$ cat src/rtl/vga_arb_pkg.sv
// Shared constants, state encoding and the on-screen range test for the VGA plot arbiter.
package vga_arb_pkg;

  localparam int X_LIMIT = 640;
  localparam int Y_LIMIT = 480;
  localparam int X_W     = 10;
  localparam int Y_W     = 9;
  localparam int C_W     = 3;

  typedef enum logic [1:0] {
    IDLE = 2'd0,
    PLOT = 2'd1,
    GAP  = 2'd2
  } state_e;

  function automatic logic in_range(input logic [X_W-1:0] x, input logic [Y_W-1:0] y);
    return (x < X_W'(X_LIMIT)) && (y < Y_W'(Y_LIMIT));
  endfunction

endpackage

$ cat src/rtl/vga_plot_arbiter_if.sv
// Requester-side and VGA-side signal bundle for the plot arbiter; names match the VGA core.
interface vga_plot_arbiter_if
  import vga_arb_pkg::*;
#(
  parameter int N_REQ = 3
);

  logic [N_REQ-1:0]     req;
  logic [N_REQ*X_W-1:0] req_x;
  logic [N_REQ*Y_W-1:0] req_y;
  logic [N_REQ*C_W-1:0] req_color;
  logic [N_REQ-1:0]     ack;
  logic [X_W-1:0]       VGA_X;
  logic [Y_W-1:0]       VGA_Y;
  logic [C_W-1:0]       VGA_COLOR;
  logic                 plot;
  logic                 busy;
  logic [7:0]           drop_count;

  modport master (
    output req, req_x, req_y, req_color,
    input  ack, VGA_X, VGA_Y, VGA_COLOR, plot, busy, drop_count
  );

  modport slave (
    input  req, req_x, req_y, req_color,
    output ack, VGA_X, VGA_Y, VGA_COLOR, plot, busy, drop_count
  );

endinterface

$ cat src/rtl/vga_plot_arbiter_rr_pick.sv
// Combinational round-robin picker: first requester at or after last_grant+1, wrapping.
module rr_pick #(
  parameter int N_REQ = 3,
  parameter int IDX_W = $clog2(N_REQ)
) (
  input  logic [N_REQ-1:0] req,
  input  logic [IDX_W-1:0] last_grant,
  output logic [N_REQ-1:0] grant,
  output logic [IDX_W-1:0] grant_idx,
  output logic             any
);

  int idx;

  // NOTE: every output gets a default before the search so no path leaves a latch.
  always_comb begin
    grant     = '0;
    grant_idx = '0;
    any       = 1'b0;
    idx       = 0;
    for (int k = 1; k <= N_REQ; k++) begin
      idx = (int'(last_grant) + k) % N_REQ;
      if (!any && req[idx]) begin
        any        = 1'b1;
        grant[idx] = 1'b1;
        grant_idx  = IDX_W'(idx);
      end
    end
  end

endmodule

$ cat src/rtl/vga_plot_arbiter.sv
// Shares one VGA plot port among N_REQ pixel requesters: IDLE -> PLOT -> GAP x PLOT_GAP -> IDLE.
module vga_plot_arbiter
  import vga_arb_pkg::*;
#(
  parameter int N_REQ    = 3,
  parameter int PLOT_GAP = 1
) (
  input logic                CLOCK_50,
  input logic                resetn,
  vga_plot_arbiter_if.slave  bus
);

  localparam int          IDX_W    = $clog2(N_REQ);
  localparam logic [1:0]  S_IDLE   = IDLE;
  localparam logic [1:0]  S_PLOT   = PLOT;
  localparam logic [1:0]  S_GAP    = GAP;
  localparam logic [3:0]  GAP_LOAD = 4'(PLOT_GAP);

  logic [1:0]       state_q, state_d;
  logic [N_REQ-1:0] ack_q, ack_d;
  logic             plot_q, plot_d;
  logic [X_W-1:0]   x_q, x_d;
  logic [Y_W-1:0]   y_q, y_d;
  logic [C_W-1:0]   color_q, color_d;
  logic [7:0]       drop_q, drop_d;
  logic [IDX_W-1:0] last_q, last_d;
  logic [3:0]       gap_q, gap_d;

  logic [N_REQ-1:0] grant;
  logic [IDX_W-1:0] grant_idx;
  logic             any;
  logic [X_W-1:0]   sel_x;
  logic [Y_W-1:0]   sel_y;
  logic [C_W-1:0]   sel_color;

  rr_pick #(.N_REQ(N_REQ), .IDX_W(IDX_W)) u_rr_pick (
    .req        (bus.req),
    .last_grant (last_q),
    .grant      (grant),
    .grant_idx  (grant_idx),
    .any        (any)
  );

  assign sel_x     = bus.req_x[grant_idx*X_W +: X_W];
  assign sel_y     = bus.req_y[grant_idx*Y_W +: Y_W];
  assign sel_color = bus.req_color[grant_idx*C_W +: C_W];

  always_comb begin
    state_d = state_q;
    ack_d   = '0;
    plot_d  = 1'b0;
    x_d     = x_q;
    y_d     = y_q;
    color_d = color_q;
    drop_d  = drop_q;
    last_d  = last_q;
    gap_d   = gap_q;
    case (state_q)
      S_IDLE: begin
        if (any) begin
          x_d     = sel_x;
          y_d     = sel_y;
          color_d = sel_color;
          ack_d   = grant;
          plot_d  = in_range(sel_x, sel_y);
          last_d  = grant_idx;
          state_d = S_PLOT;
        end
      end
      S_PLOT: begin
        // plot_q low in PLOT means the captured pixel was off-screen.
        if (!plot_q && drop_q != 8'hFF) drop_d = drop_q + 8'd1;
        if (PLOT_GAP > 0) begin
          state_d = S_GAP;
          gap_d   = GAP_LOAD;
        end else begin
          state_d = S_IDLE;
        end
      end
      S_GAP: begin
        if (gap_q <= 4'd1) begin
          gap_d   = 4'd0;
          state_d = S_IDLE;
        end else begin
          gap_d = gap_q - 4'd1;
        end
      end
      default: state_d = S_IDLE;
    endcase
  end

  // NOTE: state registers use non-blocking assignments so all flops update together.
  always_ff @(posedge CLOCK_50 or negedge resetn) begin
    if (!resetn) begin
      state_q <= S_IDLE;
      ack_q   <= '0;
      plot_q  <= 1'b0;
      x_q     <= '0;
      y_q     <= '0;
      color_q <= '0;
      drop_q  <= '0;
      last_q  <= IDX_W'(N_REQ - 1);
      gap_q   <= '0;
    end else begin
      state_q <= state_d;
      ack_q   <= ack_d;
      plot_q  <= plot_d;
      x_q     <= x_d;
      y_q     <= y_d;
      color_q <= color_d;
      drop_q  <= drop_d;
      last_q  <= last_d;
      gap_q   <= gap_d;
    end
  end

  assign bus.ack        = ack_q;
  assign bus.plot       = plot_q;
  assign bus.VGA_X      = x_q;
  assign bus.VGA_Y      = y_q;
  assign bus.VGA_COLOR  = color_q;
  assign bus.drop_count = drop_q;
  assign bus.busy       = (state_q != S_IDLE);

endmodule

$ cat src/flat_wrapper.sv
// flat-port wrapper written by rule: the top's interface ports become plain ports
module vga_plot_arbiter_flat import vga_arb_pkg::*;
#(
  parameter int N_REQ    = 3,
  parameter int PLOT_GAP = 1
)
  (CLOCK_50, resetn, bus_req, bus_req_x, bus_req_y, bus_req_color, bus_ack, bus_VGA_X, bus_VGA_Y, bus_VGA_COLOR, bus_plot, bus_busy, bus_drop_count);
  vga_plot_arbiter_if #(.N_REQ(N_REQ)) bus_i ();
  input logic CLOCK_50;
  input logic resetn;
  input wire logic [$bits(bus_i.req)-1:0] bus_req;
  input wire logic [$bits(bus_i.req_x)-1:0] bus_req_x;
  input wire logic [$bits(bus_i.req_y)-1:0] bus_req_y;
  input wire logic [$bits(bus_i.req_color)-1:0] bus_req_color;
  output wire logic [$bits(bus_i.ack)-1:0] bus_ack;
  output wire logic [$bits(bus_i.VGA_X)-1:0] bus_VGA_X;
  output wire logic [$bits(bus_i.VGA_Y)-1:0] bus_VGA_Y;
  output wire logic [$bits(bus_i.VGA_COLOR)-1:0] bus_VGA_COLOR;
  output wire logic [$bits(bus_i.plot)-1:0] bus_plot;
  output wire logic [$bits(bus_i.busy)-1:0] bus_busy;
  output wire logic [$bits(bus_i.drop_count)-1:0] bus_drop_count;
  assign bus_i.req = bus_req;
  assign bus_i.req_x = bus_req_x;
  assign bus_i.req_y = bus_req_y;
  assign bus_i.req_color = bus_req_color;
  assign bus_ack = bus_i.ack;
  assign bus_VGA_X = bus_i.VGA_X;
  assign bus_VGA_Y = bus_i.VGA_Y;
  assign bus_VGA_COLOR = bus_i.VGA_COLOR;
  assign bus_plot = bus_i.plot;
  assign bus_busy = bus_i.busy;
  assign bus_drop_count = bus_i.drop_count;
  vga_plot_arbiter #(.N_REQ(N_REQ), .PLOT_GAP(PLOT_GAP)) u_core (.CLOCK_50(CLOCK_50), .resetn(resetn), .bus(bus_i));
endmodule
$ cat config.mk
export PLATFORM = sky130hd
export DESIGN_NAME = vga_plot_arbiter_flat
export DESIGN_NICKNAME = d
export VERILOG_FILES = /design/src/rtl/vga_arb_pkg.sv /design/src/rtl/vga_plot_arbiter_if.sv /design/src/rtl/vga_plot_arbiter_rr_pick.sv /design/src/rtl/vga_plot_arbiter.sv /design/src/flat_wrapper.sv
export SDC_FILE = /design/constraint.sdc
export NUM_CORES = 1
export LEC_CHECK = 0
export ABC_AREA = 1
export BUFFER_PORTS_ARGS = -buffer_cell sky130_fd_sc_hd__buf_2
export CAP_MARGIN = 20
export CORE_MARGIN = 2
export CORE_UTILIZATION = 44
export DETAILED_ROUTE_END_ITERATION = 12
export GPL_TIMING_DRIVEN = 0
export PLACE_DENSITY = 0.77
export SLEW_MARGIN = 25
export SYNTH_ARGS = -nofsm -noshare
export SYNTH_HDL_FRONTEND = slang
export SYNTH_SLANG_ARGS = --single-unit
$ cat constraint.sdc
create_clock -name CLOCK_50 -period 2.2 [get_ports CLOCK_50]
set_input_delay 0.44 -clock CLOCK_50 [delete_from_list [all_inputs] [get_ports CLOCK_50]]
set_output_delay 0.44 -clock CLOCK_50 [all_outputs]
set_load 0.01 [all_outputs]
==> parameters.txt, run 1 <==
Parameter                              Value

Outcome
  Result of the run    finished with violations
  Violations in the final reports    setup timing

STA
  Transition time at the pin with the least slew margin    ~0.54 ns
  Highest clock rate    approximately 450 MHz
  Post-route worst setup slack    -0.01359 ns
  Ratio of final minimum period to clock period    100.6%
  Clock tree skew after final layout    just over 0.007 ns
  Slew headroom    a little under two thirds
  Setup Viol. Count Final    1
  Max-slew violation count    0
  Worst hold-check slack    around 0.11 ns
  Final critical delay including setup and external delays    ~2.2 ns
  Unrepaired setup endpoints after global routing    true
  Final Hold Fails    0

Global routing
  GRT busiest layer    met2
  Number of antenna violations at the first check in global routing    0
  Overall track demand over capacity in global routing    between 20% and 30%
  Fraction of met3 tracks used by global routing    under 10%
  Vias in the first global route    2511
  First-pass GRT wire length    11410 um
  Grt met1 use    a little over 30%
  Global routing met2 resource utilization    approximately 37%
  Maximum number of pins on one net before global-route repair    between 40 and 50
  Global-route congestion overflow total    0

Setup path
  Origin of the worst setup path    u_core.last_q[1]$_DFFE_PN1P_
  Critical path's most frequent cell    nand2_8
  Type of origin of the critical path    flip-flop
  Highest net fanout along the worst path    8
  Endpoint of the lowest-slack register-to-register path    u_core.bus.plot$_DFF_PN0_
  FF-to-FF Start    u_core.last_q[1]$_DFFE_PN1P_
  Longest individual stage delay on the worst path    0.60 ns
  Register-to-register setup slack    -0.01 ns
  R2r worst-path depth    17
  Path type of the worst setup path    flip-flop to flip-flop
  Combined buffer and inverter count along the critical path    2
  Data arrival time of the worst path    2.45 ns
  Cell family contributing the most delay on the critical path    simple AND/OR/NAND/NOR gates
  Worst Path Required    2.43 ns
  Slowest cell on the critical path    dfstp_2
  Critical Path Sink Type    flip-flop
  Chain of cells forming the critical path    ha_4 > inv_4 > nand2_4 > nand3_4 > nand2_8 > nand2_8 > nand2_4 > nand2_8 > nand2_8 > buf_4 > nand2_2 > nand3_2 > nand2_2 > nand2_1 > nand2_1 > nand2_1 > nor2_1

Layout
  Area growth from synthesis to final layout    46.68%
  Most common cell after layout, fill and taps aside    buf_2
  Total Nets Final    roughly 560
  Commonest cells after routing, fill and taps aside    buf_2 (105), nor2_1 (55), nand2_1 (52)
  Share of post-route cells with drive strength above 1    between 40% and 50%
  Count of fill cells added during filler insertion    430
  Sequential cell area    between 1000 and 1500 sq um
  Antenna Cells    0
  Count of non-filler cells in the finished layout    550
  Fin area    around 3800 sq um
  Combined area of the multi-input logic cells    roughly 1500 sq um

Drt
  Detail-routed net length per standard cell    roughly 15 um
  Number of DRC markers after the initial detailed-route iteration    183
  Wire length reported by the detailed router    ~8000 um
  Vias/cell    about 5.2
  Count of antenna-violating nets left after detailed routing    0
  Vias after detailed routing    2884
  Number of design rule violations left after detail routing    0
  Initial DRT Pass Iterations    5

Synth
  Synthesized netlist cell count    341
  Dominant cells by area after synthesis    dfrtp_1 (40%), nand2_1 (8.7%), nor2_1 (8.6%)
  Cell accounting for the most synthesized area    dfrtp_1
  Average cell area after synthesis    approximately 7.6 sq um
  Number of flip-flops and latches in the synthesized netlist    between 40 and 50
  Count of unique library cells instantiated by Yosys    29
  Warnings, synthesis    0
  Area share of the leading cell type in the synthesized netlist    roughly two fifths
  Mapped Nets    422
  Total standard cell area after synthesis    ~2600 sq um
  Part of the Yosys area used for sequential elements    around two fifths

Power and ir drop
  PnR Total Power    roughly 6.7 mW
  Power per standard cell area    between 1500 and 2000 nW/um^2
  Max IR drop VDD    0.9906 mV
  Leakage Power    1.947 nW

Floorplanning
  Die height    80.63 um
  Width of the chip    around 81 um
  Placement row count    27
  Die Outline Area    about 6500 sq um
  Placeable core area    5574 sq um
  Initial Utilization    46.35%
  I/O pin total    around 110

Placed design
  RePlAce Congestion    0.8476
  Number of placed cells counting well taps    518
  DP Area    between 3000 and 4000 sq um
  Detail Placement HPWL    between 5000 and 6000 um
  Number of buffers inserted by port buffering    between 100 and 150

Clock network
  Sinks on Clock Net    42
  CTS Root Buffer Type    clkbuf_8
  Skew-Pair Late Insertion Delay    0.30 ns
  Number of buffers created by CTS    5
  Clock tree from TritonCTS    done
  Max H-tree Level    2
  Maximum root-to-sink buffer count    2
  Clock-pin slew on the worst setup and hold paths    roughly 0.080 ns

Run
  Number of violations of the max-capacitance limit    0

Min path
  Worst min-delay path category    input pin to asynchronous set/reset pin
==> state kept, by name (all words and copies together) (netlist names) <==
signal	cells
u_core.bus.VGA_COLOR	3
u_core.bus.VGA_X	10
u_core.bus.VGA_Y	9
u_core.bus.ack	3
u_core.bus.drop_count	8
u_core.bus.plot	1
u_core.gap_q	4
u_core.last_q	2
u_core.state_q	2
==> power breakdown <==
group	internal, mW	switching, mW	total (mW)
sequential	1.13	0.217	1.35
combinational	2.11	2.71	4.82
clock	0.254	0.269	0.523
==> synth_stat cells, drive strengths merged <==
library cell	count
clkbuf	1
a31oi	5
o22ai	2
xor2	4
nand3	31
o21ai	26
ha	10
dfstp	1
a21oi	34
nand4	4
nor3	2
dfrtp	41
inv	33
xnor2	4
nor2	60
buf	11
nand3b	3
nand2	68
a22oi	1
==> worst max-delay path by stage <==
stage                                endpoint  cells after the start
floorplan           u_core.bus.plot$_DFF_PN0_                     13
global placement    u_core.bus.plot$_DFF_PN0_                     12
detailed placement  u_core.bus.plot$_DFF_PN0_                     12
CTS                 u_core.bus.plot$_DFF_PN0_                     15
global route        u_core.bus.plot$_DFF_PN0_                     15
finish              u_core.bus.plot$_DFF_PN0_                     17
==> cell type report <==
type / instances / area share (%)
Inverter: 33 / 3.731
Buffer: 11 / 2.806
Clock buffer: 7 / 2.278
Timing Repair Buffer: 129 / 20.14
Clock inverter: 1 / 0.1321
Sequential cell: 42 / 27.76
Multi-Input combinational cell: 255 / 40.77
Tap cell: 72 / 2.377
==> timing repair <==
item | CTS | global route
hold buffers | 0 | 0
setup endpoints to repair | 24 | 27
setup buffers | 6 | 16
resized for setup | 24 | 41
pin swaps | 6 | 18
gates cloned | 1 | 2
==> worst register-to-register path, cell delays in order, from the launching register on <==
cell and delay, ns:
dfstp_2 0.60, ha_4 0.26, inv_4 0.09, nand2_4 0.05, nand3_4 0.10, nand2_8 0.10
nand2_8 0.11, nand2_4 0.07, nand2_8 0.08, nand2_8 0.07, buf_4 0.15, nand2_2 0.05
nand3_2 0.06, nand2_2 0.08, nand2_1 0.05, nand2_1 0.09, nand2_1 0.05, nor2_1 0.08
==> kinds of logic after synthesis <==
| family | count (synthesis) | share of synthesized area (%) |
|---|---|---|
| simple gates | 168 | 29.30 |
| fa+ha+maj | 10 | 4.843 |
| buf+inv | 45 | 8.813 |
| flops | 42 | 40.73 |
| xor+xnor | 8 | 2.712 |
| compound gates | 68 | 13.61 |
==> metal layers <==
metal,wire (um),up-vias
met1,3323,1338
met4,155,0
li1,-,1390
met2,3942,139
met3,582,17
met5,0,-
==> stage by stage <==
stage / util, % / setup WS [ns] / setup TNS, ns
2_1_floorplan: - / 0.09416 / 0
3_3_place_gp: 57.40 / -0.1021 / -1.191
3_5_place_dp: 57.40 / -0.1852 / -2.099
4_1_cts: 61.82 / 0.03153 / 0
5_1_grt: 67.99 / -0.1550 / -1.279
6_report: 67.99 / -0.01359 / -0.01359
(Power assumes the default switching activity.)
==> run 2, diff against run 1 <==
--- a/config.mk
+++ b/config.mk
@@ -8,11 +8,13 @@
 export ABC_AREA = 1
 export BUFFER_PORTS_ARGS = -buffer_cell sky130_fd_sc_hd__buf_2
 export CAP_MARGIN = 20
+export CELL_PAD_IN_SITES_DETAIL_PLACEMENT = 1
+export CELL_PAD_IN_SITES_GLOBAL_PLACEMENT = 2
 export CORE_MARGIN = 2
-export CORE_UTILIZATION = 44
+export CORE_UTILIZATION = 23
 export DETAILED_ROUTE_END_ITERATION = 12
 export GPL_TIMING_DRIVEN = 0
-export PLACE_DENSITY = 0.77
+export PLACE_DENSITY_LB_ADDON = 0.1
 export SLEW_MARGIN = 25
 export SYNTH_ARGS = -nofsm -noshare
 export SYNTH_HDL_FRONTEND = slang
==> run 2 against run 1 <==
The run now ends clean. Clock skew increased by 0.0015 ns. Sequential cell count unchanged. Combinational power increased by 2%. Clock power increased by 21%. Hold slack improved by 0.0094 ns. Sequential power about the same. Critical endpoint unchanged. Largest cell class unchanged. Largest power group unchanged.
==> parameters.txt, run 2 (synthesis gave the netlist of run 1 again) <==
Parameter                              Value

Global routing
  Overall track demand over capacity in global routing    14.53%
  Maximum number of pins on one net before global-route repair    43
  Vias in the first global route    2835
  Global-route congestion overflow total    0
  Number of antenna violations at the first check in global routing    0
  First-pass GRT wire length    approximately 14000 um

Clock network
  Sinks on Clock Net    42
  Skew-Pair Late Insertion Delay    around 0.30 ns
  Max H-tree Level    2
  Clock-pin slew on the worst setup and hold paths    about 0.090 ns
  Clock tree from TritonCTS    done
  Number of buffers created by CTS    5
  Maximum root-to-sink buffer count    2
  CTS Root Buffer Type    clkbuf_8

STA
  Final sum of negative setup slack    0 ns
  Post-route worst setup slack    between 0.009 and 0.01 ns
  Final Hold Fails    0
  Ratio of final minimum period to clock period    around 100%
  Final critical delay including setup and external delays    approximately 2.2 ns
  Worst hold-check slack    roughly 0.12 ns
  Clock tree skew after final layout    just under 0.009 ns
  Slew headroom    roughly three fifths
  Max-slew violation count    0
  Highest clock rate    roughly 460 MHz
  Setup Viol. Count Final    0
  Transition time at the pin with the least slew margin    0.5793 ns
  Unrepaired setup endpoints after global routing    true

Setup path
  Type of origin of the critical path    flip-flop
  Critical Path Sink Type    flip-flop
  Data arrival time of the worst path    around 2.4 ns
  Path type of the worst setup path    flip-flop to flip-flop
  Worst Path Required    2.40 ns
  Highest net fanout along the worst path    7

Placed design
  Detail Placement HPWL    6742 um
  RePlAce Congestion    between 0.7 and 0.8
  Number of placed cells counting well taps    just under 600
  DP Worst Slack    -0.2631 ns
  Number of buffers inserted by port buffering    approximately 110

Drt
  Count of antenna-violating nets left after detailed routing    0
  Detail-routed net length per standard cell    ~15 um
  Number of DRC markers after the initial detailed-route iteration    82
  Vias after detailed routing    2736
  Wire length reported by the detailed router    ~9000 um
  Vias/cell    around 4.4
  Number of design rule violations left after detail routing    0
  Initial DRT Pass Iterations    4

Layout
  Antenna Cells    0
  Share of post-route cells with drive strength above 1    45.40%
  Number of flip-flops in the largest register    10
  Total Nets Final    558
  Count of fill cells added during filler insertion    roughly 1400
  Area growth from synthesis to final layout    52.30%
  Final cell utilization of the core    36.14%
  Count of non-filler cells in the finished layout    about 600
  Most common cell after layout, fill and taps aside    buf_2
  Commonest cells after routing, fill and taps aside    buf_2 (105), nand2_1 (48), nor2_1 (47)

Floorplanning
  Die height    roughly 110 um
  Placement row count    38
  Die Outline Area    12100 sq um
  Initial Utilization    23.73%
  Width of the chip    ~110 um
  Placeable core area    approximately 11000 sq um
  I/O pin total    approximately 110

Power and ir drop
  Leakage Power    slightly below 2 nW
  Power per standard cell area    1753 nW/um^2
  Max IR drop VDD    ~0.56 mV

Run
  Number of violations of the max-capacitance limit    0

Outcome
  Result of the run    finished clean

Min path
  Worst min-delay path category    input pin to asynchronous set/reset pin
==> run 2: cell count changes in the layout (fill, tap and decap cells not counted), sizes merged <==
cell    delta
inv        +1
bufbuf     -1
bufinv     +1
buf        +2
clkbuf     -3
==> run 2: final cells by class <==
cell class / instances / area (sq um) / share of cell area (%)
tap: 140 / 175.2 / 4.452
clock buffer: 5 / 68.82 / 1.749
sequential: 42 / 1052 / 26.74
clock inverter: 3 / 43.79 / 1.113
buffer: 11 / 106.4 / 2.703
inverter: 33 / 141.4 / 3.593
timing repair buffer: 129 / 742.0 / 18.86
multi-input combinational: 255 / 1605 / 40.79
==> run 2: metrics by stage <==
step / cell area [sq um] / power, mW
2_1_floorplan: 2584 / 3.916
3_3_place_gp: 3284 / 5.042
3_5_place_dp: 3284 / 5.111
4_1_cts: 3632 / 6.364
5_1_grt: 3935 / 7.591
6_report: 3935 / 6.899
==> run 2: report_power, final <==
part | internal (mW) | switching, mW
Clock | 0.341 | 0.295
Combinational | 2.08 | 2.85
Sequential | 1.13 | 0.206
==> run 2: metal layers <==
metal  track usage (%)  wire length [um]  vias up
li1                  -                 -     1394
met1             19.90              4321     1266
met2             24.10              4238       69
met3             2.116               401        7
met4             3.436               109        0
met5                 0                 0        -
==> run 2: final timing paths <==
check	from	endpoint	slack [ns]	cells past startpoint
min reg2reg	u_core.bus.VGA_X[9]$_DFFE_PN0P_	u_core.bus.VGA_X[9]$_DFFE_PN0P_	0.49	2
max	u_core.last_q[1]$_DFFE_PN1P_	u_core.bus.plot$_DFF_PN0_	0.009	15
min in group CLOCK_50	bus_req_y[16]	u_core.bus.VGA_Y[7]$_DFFE_PN0P_	0.42	3
max reg2reg	u_core.last_q[1]$_DFFE_PN1P_	u_core.bus.plot$_DFF_PN0_	0.009	15
min	resetn	u_core.bus.drop_count[0]$_DFFE_PN0P_	0.12	1
max in group asynchronous	resetn	u_core.last_q[1]$_DFFE_PN1P_	1.67	1
==> run 2: repair_timing <==
| action | CTS | global route |
|---|---|---|
| cloned | 1 | 1 |
| setup buffers | 10 | 13 |
| gates resized for setup | 37 | 54 |
| pin swaps | 12 | 26 |
| endpoints found under the setup margin | 25 | 27 |
| hold buffers | 0 | 0 |
==> run 2: worst max-delay path, stage by stage (launching register included) <==
cell and delay [ns]:
dfstp_2 0.61, ha_4 0.26, inv_4 0.09, nand2_4 0.05
nand3_4 0.08, nand2_8 0.09, nand2_8 0.10, nand2_2 0.06
nand2_4 0.14, nand2_4 0.10, nand2_1 0.09, nand3_2 0.08
nand2_1 0.06, nand2_1 0.07, nor2_2 0.14, nor2_2 0.06
